`src/rtl/alu_seq.sv`:
```
// alu_seq: multi-cycle ALU feeding the accumulator; shift-add MUL, single-cycle others.
// result/zero/carry register on the edge that raises done; acc_load mirrors done.
module alu_seq #(
    parameter int WIDTH = 8
) (
    input  logic             clk,
    input  logic             rst_n,
    input  logic             start,
    input  logic [2:0]       opcode,
    input  logic [WIDTH-1:0] in_a,
    input  logic [WIDTH-1:0] in_b,
    output logic             busy,
    output logic             done,
    output logic             acc_load,
    output logic [WIDTH-1:0] result,
    output logic             zero,
    output logic             carry
);
    localparam int CNT_W = $clog2(WIDTH);
    localparam logic [2:0] OP_PASSA = 3'b000;
    localparam logic [2:0] OP_ADD   = 3'b001;
    localparam logic [2:0] OP_SUB   = 3'b010;
    localparam logic [2:0] OP_AND   = 3'b011;
    localparam logic [2:0] OP_XOR   = 3'b100;
    localparam logic [2:0] OP_PASSB = 3'b101;
    localparam logic [2:0] OP_MUL   = 3'b110;
    localparam logic [2:0] OP_SHL   = 3'b111;

    typedef enum logic [1:0] {IDLE, EXEC, MULT, FIN} state_t;

    state_t             state, state_nx;
    logic [2:0]         op;
    logic [WIDTH-1:0]   a, b;
    logic [2*WIDTH-1:0] mcand, prod, prod_nx;
    logic [CNT_W-1:0]   cnt;
    logic [WIDTH:0]     alu_w;
    logic               accept, last;

    assign accept   = (state == IDLE) && start;
    assign last     = cnt == CNT_W'(WIDTH - 1);
    assign busy     = state != IDLE;
    assign done     = state == FIN;
    assign acc_load = done;
    // b doubles as the multiplier during MULT, consumed LSB first
    assign prod_nx  = prod + (b[0] ? mcand : '0);

    // Top bit of alu_w is the carry/borrow flag for single-cycle ops
    always_comb begin
        alu_w = '0;
        case (op)
            OP_PASSA: alu_w = {1'b0, a};
            OP_ADD:   alu_w = {1'b0, a} + {1'b0, b};
            OP_SUB:   alu_w = {1'b0, a} - {1'b0, b};
            OP_AND:   alu_w = {1'b0, a & b};
            OP_XOR:   alu_w = {1'b0, a ^ b};
            OP_PASSB: alu_w = {1'b0, b};
            OP_SHL:   alu_w = {a, 1'b0};
            default:  alu_w = '0;
        endcase
    end

    always_comb begin
        state_nx = state;
        case (state)
            IDLE:    if (start) state_nx = (opcode == OP_MUL) ? MULT : EXEC;
            EXEC:    state_nx = FIN;
            MULT:    if (last) state_nx = FIN;
            FIN:     state_nx = IDLE;
            default: state_nx = IDLE;
        endcase
    end

    always_ff @(posedge clk or negedge rst_n) begin
        if (!rst_n) begin
            state  <= IDLE;
            op     <= '0;
            a      <= '0;
            b      <= '0;
            mcand  <= '0;
            prod   <= '0;
            cnt    <= '0;
            result <= '0;
            zero   <= 1'b0;
            carry  <= 1'b0;
        end else begin
            state <= state_nx;
            if (accept) begin
                op    <= opcode;
                a     <= in_a;
                b     <= in_b;
                mcand <= {{WIDTH{1'b0}}, in_a};
                prod  <= '0;
                cnt   <= '0;
            end
            if (state == EXEC) begin
                result <= alu_w[WIDTH-1:0];
                zero   <= alu_w[WIDTH-1:0] == '0;
                carry  <= alu_w[WIDTH];
            end
            if (state == MULT) begin
                prod  <= prod_nx;
                mcand <= mcand << 1;
                b     <= b >> 1;
                cnt   <= cnt + 1'b1;
                if (last) begin
                    result <= prod_nx[WIDTH-1:0];
                    zero   <= prod_nx[WIDTH-1:0] == '0;
                    carry  <= |prod_nx[2*WIDTH-1:WIDTH];
                end
            end
        end
    end
endmodule

```
`config.mk`:
```
export PLATFORM = sky130hd
export DESIGN_NAME = alu_seq
export DESIGN_NICKNAME = d
export VERILOG_FILES = /design/src/rtl/alu_seq.sv
export SDC_FILE = /design/constraint.sdc
export NUM_CORES = 1
export LEC_CHECK = 0
export ABC_AREA = 1
export BUFFER_PORTS_ARGS = -buffer_cell sky130_fd_sc_hd__clkbuf_2
export CAP_MARGIN = 20
export CELL_PAD_IN_SITES_DETAIL_PLACEMENT = 0
export CELL_PAD_IN_SITES_GLOBAL_PLACEMENT = 1
export CORE_ASPECT_RATIO = 1.5
export CORE_MARGIN = 2
export CORE_UTILIZATION = 48
export CTS_CLUSTER_DIAMETER = 40
export DETAILED_ROUTE_END_ITERATION = 10
export PLACE_DENSITY_LB_ADDON = 0.1
export REMOVE_ABC_BUFFERS = 1
export SLEW_MARGIN = 10
export SYNTH_ARGS = -nofsm -noshare
export SYNTH_HDL_FRONTEND = slang
export SYNTH_SLANG_ARGS = --single-unit
export TNS_END_PERCENT = 10
```
`constraint.sdc`:
```
create_clock -name clk -period 4.3 [get_ports clk]
set_input_delay 0.215 -clock clk [delete_from_list [all_inputs] [get_ports clk]]
set_output_delay 0.215 -clock clk [all_outputs]
set_load 0.02 [all_outputs]
```
==> metrics.csv <==
stage,metric,value,unit
yosys,area of the mapped netlist,0.00474,mm²
clocking,largest buffer count on any clock path,2,
critical_path,kind of end point of the critical path,flop,
timing,Worst Slack Setup Final,1.26,ns
critical_path,setup slack of the worst register-to-register path,1.26,ns
power,cell-internal power,2.26,mW
detailed_routing,routed metal-1 wire length,5390,µm
detailed_routing,DRT Wirelength,13800,µm
timing,Max Slew Vio Count,0,
timing,Fin Setup TNS,0,ns
detailed_routing,highest routed layer,met4,
critical_path,Worst EP arrival,3.31,ns
detailed_routing,WL met2,7650,µm
layout,share of layout cells above drive strength 1,9.00,%
detailed_routing,Detail Route Antenna Nets,0,
critical_path,timing endpoint of the critical path,zero,
power,leakage power figure,2.87,nW
power,PwrDens,873,mW/mm²
clocking,count of buffers added by post-CTS timing repair for setup,0,
yosys,number of distinct library cells after synthesis,30,
global_route,via count of the first global-routing pass,4499,
die,number of core rows,44,
layout,Ant. Diodes,0,
clocking,CTS Root Cell,clkbuf_16,
die,horizontal die dimension,85.2,µm
critical_path,endpoint of the lowest-slack register-to-register path,zero,
yosys,total of warnings raised by yosys,0,
detailed_routing,WL/cell,16.9,µm
global_route,initial antenna violation count,0,
timing,final critical path time including I/O delays and setup,3.04,ns
place,detailed placement HPWL,11000,µm
global_route,All-Layer GR Usage,27.0,%
timing,Achievable Freq,329,MHz
timing,number of failing setup endpoints in the final timing report,0,
clocking,clock transition at the registers of the reported paths,0.06,ns
hold_path,classification of the worst-slack hold path,input pin to flop,
power,Clock Power Share,14.9,%
power,power share of the combinational group,60.3,%
timing,post-route worst hold slack,0.117,ns
critical_path,Worst setup startpoint,b[0],
clocking,count of hold buffers inserted by post-cts repair,1,
clocking,Resized Gates After CTS,0,
critical_path,CP Data Required Time,4.57,ns
detailed_routing,routed wire length on met3,264,µm
run_status,status,"complete, no violations",
power,share of power burned in registers,24.8,%
layout,net count of the finished layout,758,
place,number of input and output port buffers inserted,34,
clocking,Sinks on Clock Net,66,
critical_path,type of the worst setup path,flop to flop,
timing,unrepaired setup endpoints after global routing,false,
power,total power,4.63,mW
critical_path,startpoint of the most critical register-to-register path,b[0],
detailed_routing,total DRC errors in the routed layout,0,
yosys,number of flip-flops and latches in the synthesized netlist,66,
timing,"Period Utilization, post-route",70.7,%
power,sw power,2.36,mW
die,IO Count,35,
detailed_routing,vias after detailed routing,4517,
power,switching part of the total,51.1,%
power,IR Drop Worst-Case VDD,0.000441,V
clocking,depth of the CTS H-tree,3,
global_route,residual overflow from global routing,0,
critical_path,critical path startpoint category,flop,
detailed_routing,DRT iter0 DRCs,290,
critical_path,number of cells on the worst reg-to-reg path,15,
timing,tightest slew margin relative to the limit,46.6,%
place,Final Wtd Congestion,0.932,
timing,Worst Max-Slew Pin Slew,0.801,ns
detailed_routing,first-pass iteration count of the detailed router,7,
yosys,post-synthesis instance total,665,
critical_path,maximum fanout along the worst path,20,
die,area of the die,0.0107,mm²
global_route,global-route wire length before repair,22500,µm
timing,number of hold violations in the final report,0,
die,initial core utilization,49.2,%
detailed_routing,post-DR vias/cell,5.54,
clocking,TritonCTS Buffers,9,
layout,synthesis-to-layout area growth,11.7,%
clocking,insertion delay to the later sink of the worst-skew pair,0.34,ns
yosys,sequential share of the synthesized area,34.8,%
die,area of the core region,0.00963,mm²
clocking,TritonCTS clock tree,done,
global_route,pin count of the biggest net entering global routing,43,
timing,final setup skew,0.0105,ns
place,setup slack at placement,1.26,ns
die,die outline height,126,µm
run,Maximum Capacitance Violations,0,
yosys,Syn Area/Cell,7.13,µm²
logic make-up after synthesis:
family          Yosys count  share of synthesized area, %
fa+ha+maj                41                          11.1
flops                    66                          34.8
compound gates          115                          14.2
xor+xnor                 15                          2.77
simple gates            313                          27.8
buf+inv                 115                          9.29
per-stage QoR:
stage	instance area, µm²	std cells	util (%)
floorplan	4660	645	-
global placement	5010	798	52.0
detailed placement	5010	798	52.0
CTS	5300	815	55.0
global route	5300	815	55.0
finish	5300	815	55.0
registers in the layout (all words and copies together) (netlist names):
name    flops
state       2
op          3
b           8
result      8
carry       1
zero        1
a           8
prod       16
cnt         3
mcand      16
per-layer routing:
| metal | vias up | GRT usage (%) |
|---|---|---|
| met5 | - | 0 |
| met4 | 0 | 10.7 |
| met3 | 28 | 3.74 |
| met2 | 75 | 50.9 |
| met1 | 2154 | 29.6 |
| li1 | 2260 | - |
how the worst min path moves through the flow:
stage              start  endpoint  slack, ns  depth (start not counted)
5_1_grt          in_a[2]      a[2]       0.13                          3
6_report       opcode[1]     op[1]       0.12                          3
3_3_place_gp       rst_n      a[5]       0.23                          1
3_5_place_dp       rst_n      a[5]       0.25                          1
4_1_cts        opcode[1]     op[1]       0.11                          3
2_1_floorplan      rst_n      a[0]      -0.08                          0
worst max-delay path, stage by stage (launching register included):
cell	delay, ns
dfrtp_1	0.76
inv_1	0.17
ha_1	0.26
or2_2	0.30
xor2_1	0.14
ha_1	0.34
xnor2_1	0.16
nand2_1	0.07
nand2_1	0.04
nor2_1	0.24
nand3_1	0.12
nor2_1	0.13
nand3_1	0.08
nand2_1	0.06
nand2_1	0.04
nand2_1	0.06
layout by cell type, fill, tap and decap left out, types with 12 or more instances in the layout:
| master | Yosys | final |
|---|---|---|
| nand2_1 | 194 | 194 |
| nand3_1 | 44 | 44 |
| nand4_1 | 12 | 12 |
| nor2_1 | 35 | 34 |
| inv_1 | 92 | 92 |
| nor3_1 | 15 | 15 |
| clkbuf_2 | 0 | 33 |
| dfrtp_1 | 66 | 66 |
| ha_1 | 39 | 39 |
| a21oi_1 | 29 | 29 |
| o21ai_0 | 45 | 45 |
synthesized netlist by cell type, drive strengths merged:
| cell | instances | area, µm² |
|---|---|---|
| nand3 | 44 | 220 |
| a22o | 2 | 17.5 |
| or2 | 3 | 18.8 |
| nand4 | 12 | 75.1 |
| nand2 | 195 | 734 |
| xnor2 | 6 | 52.6 |
| inv | 95 | 357 |
| ha | 39 | 488 |
| clkbuf | 15 | 56.3 |
| a21oi | 29 | 145 |
| buf | 5 | 27.5 |
| a21o | 1 | 7.51 |
| dfrtp | 66 | 1650 |
| a31oi | 1 | 6.26 |
| nand3b | 7 | 52.6 |
| nor3 | 15 | 75.1 |
| nor2 | 37 | 144 |
| o21a | 2 | 15.0 |
| o21ai | 46 | 230 |
| xor2 | 9 | 78.8 |
| o211ai | 10 | 75.1 |
| a221oi | 7 | 61.3 |
| fa | 2 | 40.0 |
| o22ai | 11 | 68.8 |
| a22oi | 6 | 45.0 |
power groups by stage:
stage          Sequential [mW]  Combinational [mW]  Clock (mW)
2_1_floorplan             1.12                2.00           0
3_3_place_gp              1.15                2.76           0
3_5_place_dp              1.15                2.79           0
4_1_cts                   1.14                2.80       0.704
5_1_grt                   1.18                3.15       0.737
6_report                  1.15                2.79       0.689
area by class of cell:
cell class	count	area [µm²]
clock inverter	5	38.8
clock buffer	11	243
multi-input combinational	484	2650
sequential	66	1650
timing repair buffer	39	210
fill	965	4340
inverter	95	357
tap	115	144
Power figures use the tool's default switching activity.
